<file path="config.mk">
export PLATFORM = sky130hd
export DESIGN_NAME = uart_param
export DESIGN_NICKNAME = d
export VERILOG_FILES = /design/src/rtl/uart_pkg.sv /design/src/rtl/uart_baud_tick.sv /design/src/rtl/uart_param.sv
export SDC_FILE = /design/constraint.sdc
export NUM_CORES = 1
export LEC_CHECK = 0
export CORE_ASPECT_RATIO = 2
export CORE_MARGIN = 8
export CORE_UTILIZATION = 58
export CTS_CLUSTER_SIZE = 40
export DETAILED_ROUTE_END_ITERATION = 8
export GPL_TIMING_DRIVEN = 0
export HOLD_SLACK_MARGIN = 0.05
export PLACE_DENSITY = 0.79
export SETUP_SLACK_MARGIN = 0.5
export SYNTH_ARGS = -nofsm -noshare
export SYNTH_HDL_FRONTEND = slang
export SYNTH_HIERARCHICAL = 1
export SYNTH_SLANG_ARGS = --single-unit
</file>
<file path="constraint.sdc">
create_clock -name clk -period 3.4 [get_ports clk]
set_clock_uncertainty 0.15 [all_clocks]
set_input_delay 0.68 -clock clk [delete_from_list [all_inputs] [get_ports clk]]
set_output_delay 0.68 -clock clk [all_outputs]
set_load 0.01 [all_outputs]
</file>
<file path="src/rtl/uart_pkg.sv">
// Shared UART definitions: parity modes, oversampling ratio and the common
// state encoding used by both the transmit and receive state machines.
package uart_pkg;
  localparam int PARITY_NONE = 0;
  localparam int PARITY_EVEN = 1;
  localparam int PARITY_ODD  = 2;
  localparam int OVERSAMPLE  = 16;

  typedef enum logic [2:0] {
    ST_IDLE   = 3'd0,
    ST_START  = 3'd1,
    ST_DATA   = 3'd2,
    ST_PARITY = 3'd3,
    ST_STOP   = 3'd4
  } state_t;
endpackage

</file>
<file path="src/rtl/uart_baud_tick.sv">
// Free-running divider: one-cycle tick every N clocks; clr restarts the count
// so the first tick lands N clocks after the clear.
module uart_baud_tick #(
  parameter int N = 16
) (
  input  logic clk,
  input  logic rst,
  input  logic clr,
  output logic tick
);
  localparam int W = (N > 1) ? $clog2(N) : 1;

  logic [W-1:0] cnt;

  always_ff @(posedge clk or posedge rst) begin
    if (rst)
      cnt <= '0;
    else if (clr || cnt == W'(N - 1))
      cnt <= '0;
    else
      cnt <= cnt + 1'b1;
  end

  assign tick = (cnt == W'(N - 1));
endmodule

</file>
<file path="src/rtl/uart_param.sv">
// Parametrised full-duplex UART: configurable data width, parity and stop bits;
// 16x oversampled receiver with 3-sample majority vote and separate error flags.
module uart_param
  import uart_pkg::*;
#(
  parameter int CLOCK_RATE = 12000000,
  parameter int BAUD_RATE  = 9600,
  parameter int DATA_BITS  = 8,
  parameter int PARITY     = 0,
  parameter int STOP_BITS  = 1
) (
  input  logic                 clk,
  input  logic                 rst,
  input  logic                 rxEn,
  input  logic                 rx,
  output logic                 rxBusy,
  output logic                 rxDone,
  output logic                 rxParityErr,
  output logic                 rxFrameErr,
  output logic [DATA_BITS-1:0] out,
  input  logic                 txEn,
  input  logic                 txStart,
  input  logic [DATA_BITS-1:0] in,
  output logic                 txBusy,
  output logic                 txDone,
  output logic                 tx
);
  localparam int   TX_DIV     = CLOCK_RATE / BAUD_RATE;
  localparam int   RX_DIV_RAW = CLOCK_RATE / (BAUD_RATE * OVERSAMPLE);
  localparam int   RX_DIV     = (RX_DIV_RAW < 1) ? 1 : RX_DIV_RAW;
  localparam logic ODD        = (PARITY == PARITY_ODD);

  // ---------------- transmitter ----------------
  state_t               tx_state, tx_state_n;
  logic [3:0]           tx_bit, tx_bit_n;
  logic [DATA_BITS-1:0] tx_shreg, tx_shreg_n;
  logic                 tx_par, tx_par_n, tx_n, tx_done_n, tx_clr, tx_tick;

  uart_baud_tick #(.N(TX_DIV)) u_tx_tick (.clk(clk), .rst(rst), .clr(tx_clr), .tick(tx_tick));

  always_comb begin
    tx_state_n = tx_state;
    tx_bit_n   = tx_bit;
    tx_shreg_n = tx_shreg;
    tx_par_n   = tx_par;
    tx_done_n  = 1'b0;
    tx_clr     = 1'b0;
    tx_n       = 1'b1;
    if (tx_state == ST_IDLE) begin
      if (txEn && txStart) begin
        tx_state_n = ST_START;
        tx_bit_n   = '0;
        tx_shreg_n = in;
        tx_par_n   = (^in) ^ ODD;
        tx_clr     = 1'b1;
      end
    end else if (!txEn) begin
      tx_state_n = ST_IDLE;
    end else if (tx_tick) begin
      case (tx_state)
        ST_START: begin
          tx_state_n = ST_DATA;
          tx_bit_n   = '0;
        end
        ST_DATA: begin
          if (tx_bit == 4'(DATA_BITS - 1)) begin
            if (PARITY != PARITY_NONE) tx_state_n = ST_PARITY;
            else                       tx_state_n = ST_STOP;
            tx_bit_n = '0;
          end else begin
            tx_bit_n   = tx_bit + 4'd1;
            tx_shreg_n = tx_shreg >> 1;
          end
        end
        ST_PARITY: begin
          tx_state_n = ST_STOP;
          tx_bit_n   = '0;
        end
        ST_STOP: begin
          if (tx_bit == 4'(STOP_BITS - 1)) begin
            tx_state_n = ST_IDLE;
            tx_done_n  = 1'b1;
          end else begin
            tx_bit_n = tx_bit + 4'd1;
          end
        end
        default: tx_state_n = ST_IDLE;
      endcase
    end
    // Line level is registered from the next state so tx is glitch-free.
    case (tx_state_n)
      ST_START:  tx_n = 1'b0;
      ST_DATA:   tx_n = tx_shreg_n[0];
      ST_PARITY: tx_n = tx_par_n;
      default:   tx_n = 1'b1;
    endcase
  end

  always_ff @(posedge clk or posedge rst) begin
    if (rst) begin
      tx_state <= ST_IDLE;
      tx_bit   <= '0;
      tx_shreg <= '0;
      tx_par   <= 1'b0;
      tx       <= 1'b1;
      txDone   <= 1'b0;
    end else begin
      tx_state <= tx_state_n;
      tx_bit   <= tx_bit_n;
      tx_shreg <= tx_shreg_n;
      tx_par   <= tx_par_n;
      tx       <= tx_n;
      txDone   <= tx_done_n;
    end
  end

  assign txBusy = (tx_state != ST_IDLE);

  // ---------------- receiver ----------------
  logic                 rx_s1, rx_s2, rx_s3, rx_fall, rx_maj;
  state_t               rx_state, rx_state_n;
  logic [3:0]           rx_cnt, rx_cnt_n, rx_bit, rx_bit_n;
  logic [DATA_BITS-1:0] rx_shreg, rx_shreg_n;
  logic                 v7, v7_n, v8, v8_n, perr, perr_n, ferr, ferr_n;
  logic                 rx_clr, rx_load, os_tick;

  uart_baud_tick #(.N(RX_DIV)) u_rx_tick (.clk(clk), .rst(rst), .clr(rx_clr), .tick(os_tick));

  always_ff @(posedge clk or posedge rst) begin
    if (rst) begin
      rx_s1 <= 1'b1;
      rx_s2 <= 1'b1;
      rx_s3 <= 1'b1;
    end else begin
      rx_s1 <= rx;
      rx_s2 <= rx_s1;
      rx_s3 <= rx_s2;
    end
  end

  assign rx_fall = rx_s3 & ~rx_s2;
  assign rx_maj  = (v7 & v8) | (v7 & rx_s2) | (v8 & rx_s2);

  always_comb begin
    rx_state_n = rx_state;
    rx_cnt_n   = rx_cnt;
    rx_bit_n   = rx_bit;
    rx_shreg_n = rx_shreg;
    v7_n       = v7;
    v8_n       = v8;
    perr_n     = perr;
    ferr_n     = ferr;
    rx_clr     = 1'b0;
    rx_load    = 1'b0;
    if (!rxEn) begin
      rx_state_n = ST_IDLE;
    end else if (rx_state == ST_IDLE) begin
      if (rx_fall) begin
        rx_state_n = ST_START;
        rx_cnt_n   = '0;
        rx_bit_n   = '0;
        perr_n     = 1'b0;
        ferr_n     = 1'b0;
        rx_clr     = 1'b1;
      end
    end else if (os_tick) begin
      rx_cnt_n = rx_cnt + 4'd1;
      if (rx_cnt == 4'd7) v7_n = rx_s2;
      if (rx_cnt == 4'd8) v8_n = rx_s2;
      if (rx_cnt == 4'd9) begin
        case (rx_state)
          ST_START:  if (rx_maj) rx_state_n = ST_IDLE;
          ST_DATA:   rx_shreg_n = {rx_maj, rx_shreg[DATA_BITS-1:1]};
          ST_PARITY: perr_n = rx_maj ^ (^rx_shreg) ^ ODD;
          ST_STOP:   if (!rx_maj) ferr_n = 1'b1;
          default:   ;
        endcase
      end
      // Finishing mid-stop-bit lets the next start edge be caught promptly.
      if (rx_cnt == 4'd10 && rx_state == ST_STOP && rx_bit == 4'(STOP_BITS - 1)) begin
        rx_load    = 1'b1;
        rx_state_n = ST_IDLE;
      end
      if (rx_cnt == 4'd15) begin
        case (rx_state)
          ST_START: begin
            rx_state_n = ST_DATA;
            rx_bit_n   = '0;
          end
          ST_DATA: begin
            if (rx_bit == 4'(DATA_BITS - 1)) begin
              if (PARITY != PARITY_NONE) rx_state_n = ST_PARITY;
              else                       rx_state_n = ST_STOP;
              rx_bit_n = '0;
            end else begin
              rx_bit_n = rx_bit + 4'd1;
            end
          end
          ST_PARITY: begin
            rx_state_n = ST_STOP;
            rx_bit_n   = '0;
          end
          ST_STOP: rx_bit_n = rx_bit + 4'd1;
          default: rx_state_n = ST_IDLE;
        endcase
      end
    end
  end

  always_ff @(posedge clk or posedge rst) begin
    if (rst) begin
      rx_state    <= ST_IDLE;
      rx_cnt      <= '0;
      rx_bit      <= '0;
      rx_shreg    <= '0;
      v7          <= 1'b1;
      v8          <= 1'b1;
      perr        <= 1'b0;
      ferr        <= 1'b0;
      out         <= '0;
      rxParityErr <= 1'b0;
      rxFrameErr  <= 1'b0;
      rxDone      <= 1'b0;
    end else begin
      rx_state <= rx_state_n;
      rx_cnt   <= rx_cnt_n;
      rx_bit   <= rx_bit_n;
      rx_shreg <= rx_shreg_n;
      v7       <= v7_n;
      v8       <= v8_n;
      perr     <= perr_n;
      ferr     <= ferr_n;
      rxDone   <= rx_load;
      if (rx_load) begin
        out         <= rx_shreg;
        rxParityErr <= perr;
        rxFrameErr  <= ferr;
      end
    end
  end

  assign rxBusy = (rx_state != ST_IDLE);
endmodule

</file>
==> After elaboration in Yosys (flattened, before gate mapping) <==
Cells that the tools add are included.
{ "classes": {"add_sub_neg": 5, "eq_ne": 27, "mux": 68, "n_bitwise": 9, "reduce_logical": 35} }
{ "op_table": {"columns": ["cell", "n"], "rows": [
  ["$mux W4", 13],
  ["$mux W3", 16],
  ["$mux W8", 6],
  ["$mux W1", 26],
  ["$reduce_and A5 Y1", 5],
  ["$pmux W3 S4", 2],
  ["$pmux W4 S3", 2],
  ["$eq A3 B2 Y1 const B", 6],
  ["$eq A4 B4 Y1 const B", 4],
  ["$reduce_bool A2 Y1", 8],
  ["$reduce_xor A8 Y1", 2],
  ["$add A4 B1 Y4 const B", 3],
  ["$eq A4 B3 Y1 const B", 3],
  ["$add A11 B1 Y11 const B", 1],
  ["$eq A11 B11 Y1 const B", 1],
  ["$mux W11", 1],
  ["$eq A3 B1 Y1 const B", 3],
  ["$logic_not A4 Y1", 2],
  ["$reduce_and A4 Y1", 2],
  ["$reduce_bool A4 Y1", 2],
  ["$add A7 B1 Y7 const B", 1],
  ["$eq A7 B7 Y1 const B", 1],
  ["$mux W7", 1],
  ["$eq A3 B3 Y1 const B", 2],
  ["17 further kinds", 31]
]} }
{ "word_totals": {"register_bits": 73, "in_bits": 14, "elab_cells": 168} }

==> Logic depth before layout (Yosys ltp) <==
Gate-level depths: netlist of the first run.
{ "logic_depth": {"depth_word": 13, "ltp_mapped": 10, "depth_no_buf": 9} }

==> Cells and area by module <==
Netlist of the first run, hierarchy kept.
{ "by_module_without_submodules": {"columns": ["mod", "n_inst", "cells_each", "area_each_um2", "seq_area_each_um2"], "rows": [
  ["uart_param", 1, 271, 2867.8, 1383.8],
  ["uart_baud_tick (u_tx_tick)", 1, 55, 555.5, 275.3],
  ["uart_baud_tick (u_rx_tick)", 1, 33, 339.1, 175.2]
]} }

==> Least setup slack after synthesis of the first run <==
No wires, ideal clock.
{ "synth_timing": {"kind": "register to register", "startpoint": "reg u_tx_tick.cnt[3]", "endpoint": "reg tx_bit[3]", "arrival_ns": 2.483, "required_time_ns": 3.163, "slack_ns": 0.680, "stages_incl_launch_ff": 8, "n_path_buf": 0, "path_cell_list": "dfrtp_1 or4_4 nor3_1 o21ai_0 a21oi_1 o21ai_1 or4_1 o211ai_1"} }
{ "synth_via": {"elab_chain_len": 3} }
{ "synth_rtl": {"columns": ["element", "line", "text"], "rows": [
  ["from (decl)", "uart_baud_tick.sv:13", "logic [W-1:0] cnt;"],
  ["from (signal assigned)", "uart_baud_tick.sv:21", "cnt <= cnt + 1'b1;"],
  ["$eq A11 B11 Y1", "uart_baud_tick.sv:24", "assign tick = (cnt == W'(N - 1));"],
  ["named net tx_tick", "uart_param.sv:37", "logic tx_par, tx_par_n, tx_n, tx_done_n, tx_clr, tx_tick;"],
  ["$reduce_bool A2 Y1 (no source line)", null, null],
  ["$reduce_and A5 Y1 (no source line)", null, null],
  ["to (signal assigned)", "uart_param.sv:109", "tx_bit <= tx_bit_n;"],
  ["to (decl)", "uart_param.sv:35", "logic [3:0] tx_bit, tx_bit_n;"]
]} }
The timed path passes the listed nets, and every way through them passes these cells.
A chain may end at the register's enable or synchronous reset.

==> Worst setup path in the final report of the first run <==
Same ends and word-level chain as after synthesis.

==> flow_metrics.py, run 1 <==
metrics = {
    "floorplanning": {
        "die_area_sq_mm": 0.00948,
        "row_count": 41,
        "ios": 29,
        "initial_core_util": 0.596,
        "coreArea_sq_mm": 0.00631,
        "fp.dieH_microns": 130,
        "die_w_microns": 73.0,
    },
    "worst_setup_path": {
        "critPathLaunchType": "flop",
        "critPathRequiredTime_ns": 3.50,
        "worst-setup-path-type": "reg -> reg",
        "r2r_start": "u_tx_tick/cnt[3]",
        "timing.rr.end": "tx_bit[3]",
        "reg2reg_depth": 7,
        "worst-path-max-fanout": 8,
        "worst-endpoint-arrival_ns": 2.92,
        "timing.reg2reg.setup_slack_ns": 0.57,
        "cp-end-kind": "flop",
    },
    "synthesis": {
        "ys_seq_area_frac": 0.488,
        "syn_nets": 385,
        "ys.warnings.count": 6,
        "synthDistinctLibCells": 58,
        "netlist_instances": 359,
        "ys_ff_latch": 73,
        "synth_flop_cell": "dfrtp_1",
        "synth_edf_count": 0,
        "synth-async-reset-ratio": 1.00,
        "synth_area_sq_mm": 0.00376,
        "syn_avg_cell_area_sq_um": 10.5,
    },
    "clock_network": {
        "cts_tree": "built",
        "ctsHoldBuffers": 0,
        "clkSlewWorstSetupHoldPaths_ns": 0.06,
        "cts_root_buffer": "clkbuf_16",
        "htree_num_levels": 3,
        "cts_made_buffers": 9,
        "clk_latency_ns": 0.33,
        "cts_buffer_depth": 2,
        "cts.sinks": 73,
    },
    "power_and_ir_drop": {
        "switching_share": 0.256,
        "ir_worst_vdd_mv": 0.509,
        "p_leak_nw": 2.01,
        "power.density_mw_per_mm2": 499,
        "netSwitchingPower_mw": 0.580,
        "internal_power_mw": 1.68,
        "clkPwrFrac": 0.421,
        "combPwrFrac": 0.123,
        "power_frac_seq": 0.457,
    },
    "place": {
        "hpwl_mm": 5.57,
        "portBuffers": 27,
        "gp_congestion": 0.899,
        "place_ws_ns": 0.208,
    },
    "sta": {
        "setup_viol": 0,
        "slew_violations": 0,
        "fmax_ghz": 0.354,
        "period_minus_slack_ns": 2.83,
        "finalCritPeriodShare": 0.831,
        "finalHoldViolations": 0,
        "slew_headroom": 0.615,
        "fin_ws_ns": 0.574,
        "rsz0062_at_grt": "yes",
        "tns_ns": 0,
        "worst_slew_pin_slew_ns": 0.573,
    },
    "detailed_routing": {
        "drt_iter0_drc": 124,
        "drt-total-wl_mm": 7.56,
        "wl_per_cell_microns": 15.3,
        "vias": 2851,
        "viasPerCell": 5.77,
        "drcViolationCount": 0,
        "ant_nets": 0,
        "first_pass_iters": 4,
    },
    "layout": {
        "layout_commonest_cell": "dfrtp_1",
        "drive_gt1_frac": 0.159,
        "antennaDiodeCount": 0,
        "area_growth_pct": 20.3,
        "nets": 429,
        "fillers": 459,
        "layout_common_cells": "67 x dfrtp_1, 36 x nand2_1, 28 x nor2_1, 27 x clkdlybuf4s50_1, 20 x mux2_2",
    },
    "hold_path": {
        "hp-class": "reg -> reg",
        "min_to": "rx_s2",
        "holdCritStartpoint": "rx_s1",
        "min_path_cells": 0,
    },
    "grt": {
        "grt_pass1_vias": 2966,
        "grt_pass1_wl_mm": 13.3,
        "antenna_found_initial": 0,
        "grtUsageTotal": 0.180,
        "grt_max_degree": 41,
        "overflow": 0,
    },
    "run": {
        "max-cap-violations": 0,
    },
    "run_status": {
        "status": "complete, no violations",
    },
}
## metrics by stage
| stage | cells | area [sq um] | util | power [mW] | hold WS, ns |
|---|---|---|---|---|---|
| floorplan | 359 | 3760 | - | 1.23 | 0.195 |
| finish | 494 | 4530 | 0.717 | 2.26 | 0.201 |
| detailed placement | 473 | 4160 | 0.659 | 1.31 | 0.201 |
| CTS | 489 | 4480 | 0.710 | 2.28 | 0.202 |
| global route | 494 | 4530 | 0.717 | 2.37 | 0.214 |
| global placement | 472 | 4140 | 0.656 | 1.30 | 0.204 |
## sequential cells by signal, summed over array words and instances (netlist names), 3 cells and up
register	cells
u_tx_tick/cnt	11
out	8
rx_shreg	8
tx_shreg	8
u_rx_tick/cnt	7
rx_bit	4
rx_cnt	4
tx_bit	4
rx_state	3
tx_state	3
## logic make-up (layout without fill, tap and decap cells)
kind of cell / Yosys count / count (layout) / synth area share
AO/OA/AOI/OAI: 65 / 65 / 0.121
multiplexers: 22 / 22 / 0.0652
buffers and inverters: 30 / 79 / 0.0343
adder cells (fa/ha/maj): 13 / 13 / 0.0426
flip-flops: 73 / 73 / 0.488
AND/OR/NAND/NOR: 133 / 133 / 0.196
XOR/XNOR: 23 / 23 / 0.0535
## worst max-delay path: stages, from the launching register on
cell and delay, ns:
dfrtp_1 0.44, or4_4 0.61, nor3_4 0.32, inv_1 0.13, nor3_1 0.28, o21ai_2 0.17, or4_1 0.53, o211ai_1 0.11
## power groups by stage
stage	registers, mW	clock network [mW]	logic, mW
detailed placement	1.04	0	0.271
floorplan	1.02	0	0.201
finish	1.03	0.952	0.277
CTS	1.03	0.967	0.279
global placement	1.04	0	0.258
global route	1.04	1.01	0.315
## worst max path at each step
| stage | cells past startpoint | to | start |
|---|---|---|---|
| after floorplan | 7 | tx_bit[3] | u_tx_tick/cnt[3] |
| after global placement | 2 | out[3] | rst |
| after detailed placement | 7 | tx_bit[3] | u_tx_tick/cnt[3] |
| after CTS | 7 | tx_bit[3] | u_tx_tick/cnt[3] |
| after global routing | 7 | tx_bit[3] | u_tx_tick/cnt[3] |
| final | 7 | tx_bit[3] | u_tx_tick/cnt[3] |
## area by class of cell
class	count	area, sq um	share of cell area
buffer	10	53.8	0.0119
clock buffer	12	256	0.0567
clock inverter	4	51.3	0.0113
inverter	20	75.1	0.0166
multi-input combinational	256	1820	0.402
sequential	73	1830	0.405
tap	86	108	0.0238
timing repair buffer	33	328	0.0724
## metal layers
metal | wire (microns) | vias to the layer above | GRT usage | share of wire
met5 | 0 | - | 0 | 0
li1 | - | 1355 | - | -
met2 | 4330 | 65 | 0.326 | 0.57
met3 | 270 | 17 | 0.0453 | 0.036
met4 | 191 | 0 | 0.103 | 0.025
met1 | 2770 | 1414 | 0.178 | 0.37
## synth_stat cells, drive strengths merged, types with 3 or more instances
master,n,area share
ha,12,0.040
clkbuf,7,0.0070
xnor2,16,0.037
a22oi,6,0.012
inv,20,0.020
a22o,3,0.0070
o21ai,21,0.028
dfrtp,67,0.45
mux2,20,0.060
nand3,15,0.021
nor4,3,0.013
nand2,36,0.036
nor3,9,0.016
dfstp,6,0.042
and3,3,0.0050
or4b,3,0.0090
xor2,7,0.016
nand4,5,0.0083
nor2b,3,0.0050
nor2,28,0.028
nand2b,4,0.0067
or4,5,0.011
o31ai,6,0.019
buf,3,0.0073
or3,8,0.013
a21oi,15,0.021
## what timing repair did
item / 4_1_cts / 5_1_grt
setup endpoints to repair: 10 / 7
resized for setup: 2 / 2
setup buffers: 0 / 5
pin swaps: 0 / 2
Power figures use the tool's default switching activity.
==> run 2: changes to the inputs <==
CORE_UTILIZATION = 53   (was 58)
PLACE_DENSITY = 0.76   (was 0.79)
clock period = 2.35 ns   (was 3.4 ns; I/O delays follow)
==> run 2 against run 1 <==
Via count rose by 8.9%; sequential share of layout area fell by 5.7 points; global-route usage grew 1.6 points; combinational power up 97%; critical path depth rose by 1; largest cell class is now multi-input combinational cells; total power rose by 47%; non-clock buffer count increased by 40; hold slack better by 0.0027 ns; sequential cell count is the same; final cell count rose by 9.1%; core utilization up 4.9 points; clock power is 37% higher.
==> flow_metrics.py, run 2 (synthesized netlist as in run 1, its figures left out) <==
metrics = {
    "worst_setup_path": {
        "timing.reg2reg.setup_slack_ns": 0.01,
        "crit_start": "u_tx_tick/cnt[4]",
        "cp-end-kind": "flop",
        "worst-path-max-fanout": 4,
        "reg2reg_depth": 8,
        "path_buf_inv": 2,
        "worst-endpoint-arrival_ns": 2.44,
        "critPathLaunchType": "flop",
        "crit_path_cell_trace": "or4_4 -> nor3_4 -> buf_4 -> inv_2 -> nor3_4 -> o21ai_2 -> or4_1 -> o211ai_1",
        "timing.rr.end": "tx_bit[3]",
        "worst-setup-path-type": "reg -> reg",
        "critPathRequiredTime_ns": 2.46,
        "cp_slowest_cell": "or4_4",
        "path_delay_family": "simple AND/OR/NAND/NOR gates",
        "r2r_start": "u_tx_tick/cnt[4]",
        "slowest_delay_ns": 0.56,
        "crit_top_cell": "nor3_4",
    },
    "clock_network": {
        "cts_tree": "built",
        "clkSlewWorstSetupHoldPaths_ns": 0.06,
        "clk_latency_ns": 0.34,
        "ctsHoldBuffers": 0,
        "cts_buffer_depth": 2,
        "cts_root_buffer": "clkbuf_16",
        "cts_made_buffers": 9,
        "cts.sinks": 73,
        "htree_num_levels": 3,
    },
    "power_and_ir_drop": {
        "combPwrFrac": 0.164,
        "netSwitchingPower_mw": 0.890,
        "ir_worst_vdd_mv": 0.663,
        "switching_share": 0.267,
        "power.density_mw_per_mm2": 631,
        "clkPwrFrac": 0.390,
        "p_leak_nw": 2.42,
        "power_frac_seq": 0.446,
        "internal_power_mw": 2.44,
    },
    "place": {
        "hpwl_mm": 5.68,
        "gp_congestion": 0.866,
        "dp_cells": 476,
        "portBuffers": 27,
        "place_ws_ns": -0.553,
        "place_area_sq_mm": 0.00431,
    },
    "sta": {
        "fin_ws_ns": 0.0143,
        "period_minus_slack_ns": 2.34,
        "slew_headroom": 0.576,
        "tns_ns": 0,
        "finalHoldViolations": 0,
        "slew_violations": 0,
        "finalCritPeriodShare": 0.994,
        "worst_slew_pin_slew_ns": 0.635,
        "setup_viol": 0,
        "fmax_ghz": 0.428,
        "rsz0062_at_grt": "yes",
    },
    "detailed_routing": {
        "first_pass_iters": 4,
        "wl_per_cell_microns": 18.4,
        "ant_nets": 0,
        "viasPerCell": 5.76,
        "drcViolationCount": 0,
        "drt-total-wl_mm": 9.91,
        "drt_iter0_drc": 191,
        "vias": 3106,
    },
    "floorplanning": {
        "die_w_microns": 75.6,
        "row_count": 43,
        "initial_core_util": 0.546,
        "fp.dieH_microns": 135,
        "ios": 29,
        "die_area_sq_mm": 0.0102,
        "coreArea_sq_mm": 0.00689,
    },
    "layout": {
        "nets": 470,
        "layout_common_cells": "66 x dfrtp_1, 33 x nand2_1, 26 x buf_4, 24 x nor2_1, 21 x buf_6",
        "layout_commonest_cell": "dfrtp_1",
        "final_cell_count_no_fill": 539,
        "drive_gt1_frac": 0.343,
        "final_cell_area_sq_mm": 0.00528,
        "largest_register_ffs": 11,
        "antennaDiodeCount": 0,
        "area_growth_pct": 40.2,
        "top_register": "u_tx_tick/cnt",
        "fin_util": 0.766,
    },
    "grt": {
        "overflow": 0,
        "grtUsageTotal": 0.196,
        "antenna_found_initial": 0,
        "use_met3": 0.0423,
        "gr-usage-met1": 0.184,
        "grt_busiest_layer": "met2",
        "grt_pass1_vias": 3236,
        "groute.layer.met2.usage": 0.372,
        "grt_max_degree": 56,
        "grt_pass1_wl_mm": 15.1,
    },
    "run": {
        "max-cap-violations": 0,
    },
    "hold_path": {
        "min_path_cells": 0,
        "min_to": "rx_s2",
        "holdCritStartpoint": "rx_s1",
        "hp-class": "reg -> reg",
    },
    "run_status": {
        "status": "complete, no violations",
    },
}
## run 2: changes by cell type in the layout (fill, tap and decap cells not counted), moves of 11 or more
cell             previous run  this run
dlygate4sd2_1               0        11
mux2_4                      0        20
buf_4                       5        26
buf_6                       2        21
clkdlybuf4s50_1            27        12
mux2_2                     20         0
## run 2: through the flow
stage                     hold slack, ns  total power, mW
after detailed placement           0.197             1.92
after global routing               0.213             3.46
after CTS                          0.204             3.32
final                              0.203             3.33
after floorplan                    0.123             1.80
after global placement             0.196             1.90
## run 2: power by group through the flow
stage / logic (mW) / registers (mW) / clock network (mW)
after detailed placement: 0.415 / 1.51 / 0
after floorplan: 0.311 / 1.48 / 0
final: 0.546 / 1.48 / 1.30
after CTS: 0.528 / 1.48 / 1.31
after global placement: 0.395 / 1.50 / 0
after global routing: 0.604 / 1.50 / 1.35
## run 2: what timing repair did
action / 4_1_cts / 5_1_grt
endpoints found under the setup margin: 79 / 73
setup buffers: 38 / 8
pin swaps: 38 / 18
resized for setup: 62 / 39
gates cloned: 0 / 1
## run 2: layout make-up
cell class	instances	area, sq um
buffer	10	92.6
sequential	73	1840
fill	438	1610
clock buffer	13	270
inverter	20	81.3
tap	90	113
timing repair inverter	1	7.51
multi-input combinational	256	2150
clock inverter	3	15.0
timing repair buffer	73	709
## run 2: routing by layer
metal,vias up,wire length (microns)
met5,-,0
met3,23,312
met2,62,5860
li1,1445,-
met4,0,221
met1,1576,3520
## run 2: worst max-delay path by stage
stage	slack, ns	cells after the start	to
6_report	0.01	8	tx_bit[3]
4_1_cts	0.02	7	tx
2_1_floorplan	-0.05	7	tx
3_5_place_dp	-0.55	6	rx_bit[3]
3_3_place_gp	-0.51	6	rx_bit[3]
5_1_grt	-0.1	7	tx
==> run 3: changes to the inputs <==
SLEW_MARGIN = 20   (was default)
==> run 3 against run 2 <==
The flow now finishes with violations (negative setup slack); via count decreased by 0.42%; core utilization increased by 0.20 points; setup slack got worse by 0.022 ns; global-route usage decreased by 0.65 points; sequential share of layout area decreased by 0.091 points; final area increased by 0.26%; maximum frequency decreased by 0.92%; clock power decreased by 3%; largest cell class unchanged; sequential cell count unchanged; die area unchanged; critical path type unchanged; register-to-register slack got worse by 0.02 ns; wire length increased by 0.80%.
==> flow_metrics.py, run 3 (synthesized netlist as in run 1, its figures left out) <==
metrics = {
    "power_and_ir_drop": {
        "ir_worst_vdd_mv": 0.640,
        "p_leak_nw": 2.40,
        "power.density_mw_per_mm2": 629,
        "finalPower_mw": 3.33,
    },
    "worst_setup_path": {
        "cp-end-kind": "flop",
        "slowest_delay_ns": 0.60,
        "worst-endpoint-arrival_ns": 2.48,
        "worst-setup-path-type": "reg -> reg",
        "crit_path_cell_trace": "buf_6 -> buf_4 -> inv_1 -> a21oi_1 -> o21ai_0 -> or4b_1 -> nand3_1",
        "worst-path-max-fanout": 7,
        "critPathRequiredTime_ns": 2.47,
        "critPathLaunchType": "flop",
        "cp_slowest_cell": "o21ai_0",
    },
    "layout": {
        "seq_area_sq_mm": 0.00184,
        "fin_util": 0.768,
        "fillers": 457,
        "nets": 468,
        "final_cell_area_sq_mm": 0.00529,
        "layout_commonest_cell": "dfrtp_1",
        "final_cell_count_no_fill": 537,
        "layout_common_cells": "66 x dfrtp_1, 30 x nand2_1, 23 x buf_6, 23 x nor2_1, 23 x buf_4",
        "top_register": "u_tx_tick/cnt",
        "area_growth_pct": 40.6,
        "largest_register_ffs": 11,
        "antennaDiodeCount": 0,
        "drive_gt1_frac": 0.356,
        "multi_input_area_sq_mm": 0.00217,
    },
    "floorplanning": {
        "initial_core_util": 0.546,
        "fp.dieH_microns": 135,
        "coreArea_sq_mm": 0.00689,
        "row_count": 43,
        "die_w_microns": 75.6,
        "ios": 29,
        "die_area_sq_mm": 0.0102,
    },
    "sta": {
        "finalCritPeriodShare": 1.00,
        "slew_violations": 0,
        "worst_slew_pin_slew_ns": 0.709,
        "rsz0062_at_grt": "yes",
        "fin_ws_ns": -0.00734,
        "tns_ns": -0.00903,
        "finalHoldViolations": 0,
        "slew_headroom": 0.522,
        "hold_slack_ns": 0.216,
        "period_minus_slack_ns": 2.36,
        "fmax_ghz": 0.424,
        "setup_viol": 3,
    },
    "place": {
        "portBuffers": 27,
        "place_ws_ns": -0.567,
        "place_area_sq_mm": 0.00433,
        "dp_cells": 477,
        "gp_congestion": 0.866,
        "hpwl_mm": 5.83,
    },
    "grt": {
        "antenna_found_initial": 0,
        "grt_pass1_wl_mm": 14.8,
        "grt_pass1_vias": 3164,
        "overflow": 0,
        "grt_max_degree": 29,
        "grtUsageTotal": 0.190,
    },
    "detailed_routing": {
        "drt_iter0_drc": 213,
        "drcViolationCount": 0,
        "first_pass_iters": 4,
        "viasPerCell": 5.76,
        "drt-total-wl_mm": 9.99,
        "ant_nets": 0,
        "wl_per_cell_microns": 18.6,
        "vias": 3093,
    },
    "clock_network": {
        "clk_latency_ns": 0.34,
        "htree_num_levels": 3,
        "cts_tree": "built",
        "cts.sinks": 73,
        "cts_root_buffer": "clkbuf_16",
        "cts_buffer_depth": 2,
        "cts_made_buffers": 9,
        "clkSlewWorstSetupHoldPaths_ns": 0.05,
    },
    "hold_path": {
        "hp-class": "reg -> reg",
    },
    "run": {
        "max-cap-violations": 0,
    },
    "run_status": {
        "violations": "negative setup slack",
        "status": "complete, but fails checks",
    },
}
[run 3: critical path: cells and delay by family, from the launching register on]
kind	cells	cell delay [ns]
AOI/OAI and AO/OA	2	0.75
and+or+nand+nor	2	0.63
buffers and inverters	3	0.38
DFF	1	0.37
[run 3: repair_timing]
action / in CTS / in global routing
buffers inserted: 34 / 10
pin swaps: 32 / 28
hold endpoints to repair: 0 / 0
hold buffers: 0 / 0
endpoints found under the setup margin: 79 / 72
gates resized for setup: 53 / 56
[run 3: layout make-up]
type	count	share of cell area
repair buffers	72	0.135
plain buffers	10	0.0196
flip-flops and latches	73	0.347
clock buffers	13	0.0492
clock inverters	3	0.00284
inverters	20	0.0154
multi-input cells	256	0.410
well taps	90	0.0213
[run 3: final timing paths]
| kind | startpoint | endpoint | slack, ns | cells past startpoint |
|---|---|---|---|---|
| max in group asynchronous | rst | tx | 0.95 | 3 |
| setup reg to reg | rx_state[0] | rx_bit[3] | -0.007 | 7 |
| hold reg to reg | rx_s1 | rx_s2 | 0.22 | 0 |
| setup / recovery | rx_state[0] | rx_bit[3] | -0.007 | 7 |
| hold / removal | rx_s1 | rx_s2 | 0.22 | 0 |
| min in group asynchronous | rst | u_rx_tick/cnt[5] | 0.33 | 2 |
[run 3: power by group]
part           switching (mW)  total (mW)  internal (mW)
clock                   0.498        1.26          0.766
combinational           0.293       0.578          0.285
sequential              0.109        1.48           1.38
[run 3: metal layers]
layer	wire length, microns	GRT usage	up-vias
met2	5900	0.362	74
met3	311	0.0334	31
li1	-	-	1448
met1	3410	0.174	1540
met4	372	0.107	0
met5	0	0	-
